**config.mk**
```make
export PLATFORM = sky130hd
export DESIGN_NAME = cog_ram_loader
export DESIGN_NICKNAME = d
export VERILOG_FILES = /design/src/rtl/cog_ram_loader_pkg.sv /design/src/rtl/cog_ram_loader.sv
export SDC_FILE = /design/constraint.sdc
export NUM_CORES = 1
export LEC_CHECK = 0
export ABC_AREA = 1
export CAP_MARGIN = 20
export CORE_MARGIN = 3
export CORE_UTILIZATION = 41
export CTS_CLUSTER_DIAMETER = 150
export CTS_CLUSTER_SIZE = 20
export DETAILED_ROUTE_END_ITERATION = 10
export GPL_ROUTABILITY_DRIVEN = 0
export PLACE_DENSITY = 0.8
export SLEW_MARGIN = 20
export SYNTH_ARGS = -nofsm -noshare
export SYNTH_HDL_FRONTEND = slang
export SYNTH_SLANG_ARGS = --single-unit
```
**constraint.sdc**
```tcl
create_clock -name clk -period 2.2 [get_ports clk]
set_input_delay 0.44 -clock clk [delete_from_list [all_inputs] [get_ports clk]]
set_output_delay 0.44 -clock clk [all_outputs]
set_load 0.03 [all_outputs]
```
**src/rtl/cog_ram_loader_pkg.sv**
```systemverilog
`default_nettype none
// +----------------------------------------------------------------------------+
// | cog_ram_loader_pkg : shared cog constants and loader state encoding        |
// | Revision 1.0                                                               |
// +----------------------------------------------------------------------------+
package cog_ram_loader_pkg;

  localparam int COG_LONGS   = 496;
  localparam int HUB_LONG_AW = 14;
  localparam int IDX_W       = 10;

  typedef enum logic [1:0] {
    ST_IDLE  = 2'd0,
    ST_REQ   = 2'd1,
    ST_WRITE = 2'd2,
    ST_DONE  = 2'd3
  } state_e;

endpackage
`default_nettype wire

```
**src/rtl/cog_ram_loader.sv**
```systemverilog
`default_nettype none
// +----------------------------------------------------------------------------+
// | cog_ram_loader : copies COUNT longs from hub RAM into cog RAM port B       |
// | Revision 1.0                                                               |
// +----------------------------------------------------------------------------+
module cog_ram_loader
  import cog_ram_loader_pkg::*;
#(
  parameter int COUNT = COG_LONGS,
  parameter int HW    = HUB_LONG_AW
) (
  input  logic          clk,
  input  logic          res,
  input  logic          start,
  input  logic [HW-1:0] ptr,
  output logic          busy,
  output logic          done,
  output logic          hub_req,
  output logic [HW-1:0] hub_adr,
  input  logic          hub_ack,
  input  logic [31:0]   hub_q,
  output logic          ram_ena,
  output logic          ram_w,
  output logic [8:0]    ram_a,
  output logic [31:0]   ram_d
);

  localparam logic [IDX_W-1:0] C_COUNT = IDX_W'(COUNT);

  state_e           state_q, state_d;
  logic [IDX_W-1:0] idx_q, idx_d;
  logic [HW-1:0]    adr_q, adr_d;
  logic [8:0]       ram_a_q, ram_a_d;
  logic [31:0]      ram_d_q, ram_d_d;
  logic             hold_q, hold_d;
  logic [IDX_W-1:0] w_idx_inc;

  assign w_idx_inc = idx_q + IDX_W'(1);

  always_ff @(posedge clk or posedge res) begin
    if (res) begin
      state_q <= ST_IDLE;
      idx_q   <= '0;
      adr_q   <= '0;
      ram_a_q <= '0;
      ram_d_q <= '0;
      hold_q  <= 1'b0;
    end else begin
      state_q <= state_d;
      idx_q   <= idx_d;
      adr_q   <= adr_d;
      ram_a_q <= ram_a_d;
      ram_d_q <= ram_d_d;
      hold_q  <= hold_d;
    end
  end

  always_comb begin
    state_d = state_q;
    idx_d   = idx_q;
    adr_d   = adr_q;
    ram_a_d = ram_a_q;
    ram_d_d = ram_d_q;
    hold_d  = 1'b0;

    case (state_q)
      ST_IDLE: ;
      ST_REQ: begin
        if (hub_ack && !hold_q) begin
          ram_d_d = hub_q;
          ram_a_d = idx_q[8:0];
          state_d = ST_WRITE;
        end
      end
      ST_WRITE: begin
        idx_d   = w_idx_inc;
        adr_d   = adr_q + HW'(1);
        state_d = (w_idx_inc == C_COUNT) ? ST_DONE : ST_REQ;
      end
      ST_DONE: state_d = ST_IDLE;
      default: state_d = ST_IDLE;
    endcase

    // A start anywhere (re)launches the load; aborting out of REQ masks the
    // request for one cycle so the address can change while hub_req is low.
    if (start) begin
      adr_d   = ptr;
      idx_d   = '0;
      state_d = (COUNT == 0) ? ST_DONE : ST_REQ;
      hold_d  = (state_q == ST_REQ);
    end
  end

  assign busy    = (state_q == ST_REQ) || (state_q == ST_WRITE);
  assign done    = (state_q == ST_DONE);
  assign hub_req = (state_q == ST_REQ) && !hold_q;
  assign hub_adr = adr_q;
  assign ram_ena = (state_q == ST_WRITE);
  assign ram_w   = (state_q == ST_WRITE);
  assign ram_a   = ram_a_q;
  assign ram_d   = ram_d_q;

endmodule
`default_nettype wire

```
==> metrics.cfg, run 1 <==
[timing]
hold_violations = 0
setup_viol = 0
slew_violations = 0
rsz0062_at_grt = no
fin_hold_ws_ps = 448.3
fmax_ghz = 0.4873
finalCritPeriodShare = 0.9328
clock_skew_ps = 6.255
max_slew_margin = 0.6244
worstMarginPinSlew_ps = 563.5
setup_tns_ps = 0
setup_ws_ps = 147.9
min_period_ps = 2052

[final_layout]
finish.net_count = 509
multi_input_area_sq_um = 1318
fillers = 633
regArea_sq_um = 1702
syn2layout_area_growth_pct = 43.45
layout-drive-gt1-share = 0.1419
utilization = 0.6235
diodes = 0

[synthesis]
netlist_area_sq_um = 3237
yosys_register_bits = 68
synth-edff-count = 0
synthArstFlopShare = 1.000
netlist_top_cells_count = 70 x nand2_1, 68 x dfrtp_1, 37 x inv_1, 29 x mux2_2
yosysUniqueCellTypes = 30
synth_fp_nets = 393
yosys-top-cells-area = dfrtp_1 53%, mux2_2 10%, nand2_1 8.1%
yosysWarnings = 0
synth_top_area_share = 0.5257
synth_cells = 337
synth.most_common_cell = nand2_1
synth_seq_area_share = 0.5257
synth_largest_area_cell = dfrtp_1
synth-main-ff-cell = dfrtp_1
synth_area_per_cell_sq_um = 9.605

[place]
post-place-ws_ps = 211.5
place_hpwl_microns = 5707
numPortBuffers = 109

[clock_tree]
htreeDepth = 3
cts.path.max_buffers = 2
cts.sinks = 68
clock_latency_ps = 340
numCtsBuffers = 9
cts_root_buf = clkbuf_8
clkTransAtPathRegs_ps = 80
cts_hold_buf = 0
cts_tree = done

[global_routing]
track_usage = 0.1773
grt_pass1_vias = 2780
grt_pass1_wl_microns = 12540
antenna_found_initial = 0
grt_max_degree = 51
grt-ovfl-total = 0

[worst_setup_path]
slowest_delay_ps = 430
crit_fanout = 4
critPathBufInv = 3
critPathLaunchType = flop
worst_path_most_repeated_cell = inv_1
required_ps = 1760
critPathTopFamily = buffers and inverters
cp_cell_sequence = inv_1 -> ha_1 -> inv_1 -> nor2_1 -> dlygate4sd2_1
crit_path_end_kind = output pin
worstSetupPathType = flop to output pin
cp_slowest_cell = dlygate4sd2_1
cp.arrival_ps = 1610

[floorplan]
coreArea_sq_um = 7447
chipWidth_microns = 94.85
rows = 31
ios = 110
initial_core_util = 0.4346
fp.dieH_microns = 94.85
die_area_sq_um = 8997

[min_path]
hp-class = input pin to asynchronous set/reset pin

[power]
power.leakage_nw = 2.087
ir_worst_vdd_mv = 0.6054
p_per_area_nw_per_um2 = 1247

[flow_run]
maxCapViolations = 0

[detailed_routing]
drt-initial-drc-count = 91
vias = 2763
via_per_inst = 4.961
wirelength_microns = 7681
ant_nets = 0
routedWlPerCell_microns = 13.79
drc = 0
dr.pass1.iters = 4

[outcome]
status = finished, final reports clean

[registers in the layout, indices dropped and copies added (netlist names)]
name / cells
state_q: 2
ram_a: 9
idx_q: 10
hold_q: 1
hub_adr: 14
ram_d: 32
[where the power goes]
group,switching [mW],internal (mW),total [mW]
Clock,0.477,0.554,1.03
Sequential,0.264,1.67,1.93
Combinational,1.58,1.25,2.83
[through the flow]
stage	instance area, sq um	total power [mW]	cells
2_1_floorplan	3237	3.662	337
3_3_place_gp	4446	4.763	541
6_report	4643	5.790	557
3_5_place_dp	4446	4.841	541
5_1_grt	4643	6.136	557
4_1_cts	4641	5.864	557
[worst reg2reg max path, stage by stage (launching register included)]
cell,delay (ps)
dfrtp_1,420
inv_1,80
ha_1,210
buf_4,160
inv_1,110
nor2_2,310
inv_1,120
nand2_1,80
o21ai_0,70
nand2_1,70
[per-layer routing]
layer | up-vias | global-route usage | wire length, microns
met5 | - | 0 | 0
li1 | 1344 | - | -
met1 | 1272 | 0.2240 | 3303
met3 | 16 | 0.04940 | 768
met4 | 0 | 0.07813 | 147
met2 | 131 | 0.2836 | 3462
[repair_timing]
item / in CTS / in global routing
endpoints found under the setup margin: 4 / 1
gates resized for setup: 4 / 1
cloned: 0 / 0
setup buffers: 0 / 0
[final timing paths]
path | start | to | slack (ps) | cells past startpoint
max in group asynchronous | res | hub_adr[9]$_DFFE_PP0P_ | 1240 | 3
hold reg to reg | ram_a[2]$_DFFE_PP0P_ | ram_a[2]$_DFFE_PP0P_ | 480 | 2
hold / removal | res | ram_d[14]$_DFFE_PP0P_ | 450 | 3
setup / recovery | state_q[1]$_DFFE_PP0P_ | hub_req | 150 | 5
min in group clk | ram_a[2]$_DFFE_PP0P_ | ram_a[2]$_DFFE_PP0P_ | 480 | 2
setup reg to reg | state_q[0]$_DFFE_PP0P_ | hub_adr[13]$_DFFE_PP0P_ | 520 | 9
[placed cells by master, fill, tap and decap left out, types with 2 or more instances in the layout]
master	instances
nand3_1	15
nor2_1	26
o211ai_1	8
clkinv_2	3
o21ai_0	26
dlygate4sd2_1	4
a21oi_1	10
clkbuf_8	10
nor3_1	3
nor2_2	2
nor2_4	2
mux2_2	29
buf_4	7
mux2_1	3
nand2_2	2
nand2_1	70
nand4_1	2
ha_1	6
o22ai_1	3
xor2_1	2
inv_1	36
o21ai_1	2
xnor2_1	2
dfrtp_1	68
clkdlybuf4s50_1	104
[logic make-up (layout without fill, tap and decap cells)]
logic type	Yosys count	count (layout)	share of synthesized area
AND/OR/NAND/NOR	126	126	0.1697
flip-flops	68	68	0.5257
AO/OA/AOI/OAI	52	52	0.09200
buffers and inverters	49	170	0.06726
multiplexers	32	32	0.1113
adder cells (fa/ha/maj)	6	6	0.02319
XOR/XNOR	4	4	0.01083
[area by class of cell]
| cell class | count | share of cell area |
|---|---|---|
| clock buffer | 10 | 0.02964 |
| clock inverter | 6 | 0.01347 |
| inverter | 37 | 0.02991 |
| multi-input combinational | 220 | 0.2838 |
| sequential | 68 | 0.3665 |
| tap | 99 | 0.02668 |
| timing repair buffer | 117 | 0.2501 |
(Power assumes the default switching activity.)
==> run 2, diff against run 1 <==
--- a/config.mk
+++ b/config.mk
@@ -14,7 +14,6 @@
 export DETAILED_ROUTE_END_ITERATION = 10
 export GPL_ROUTABILITY_DRIVEN = 0
 export PLACE_DENSITY = 0.8
-export SLEW_MARGIN = 20
 export SYNTH_ARGS = -nofsm -noshare
 export SYNTH_HDL_FRONTEND = slang
 export SYNTH_SLANG_ARGS = --single-unit
==> results of run 2 <==
No change in the layout: final DEF, timing and power equal those of run 1.
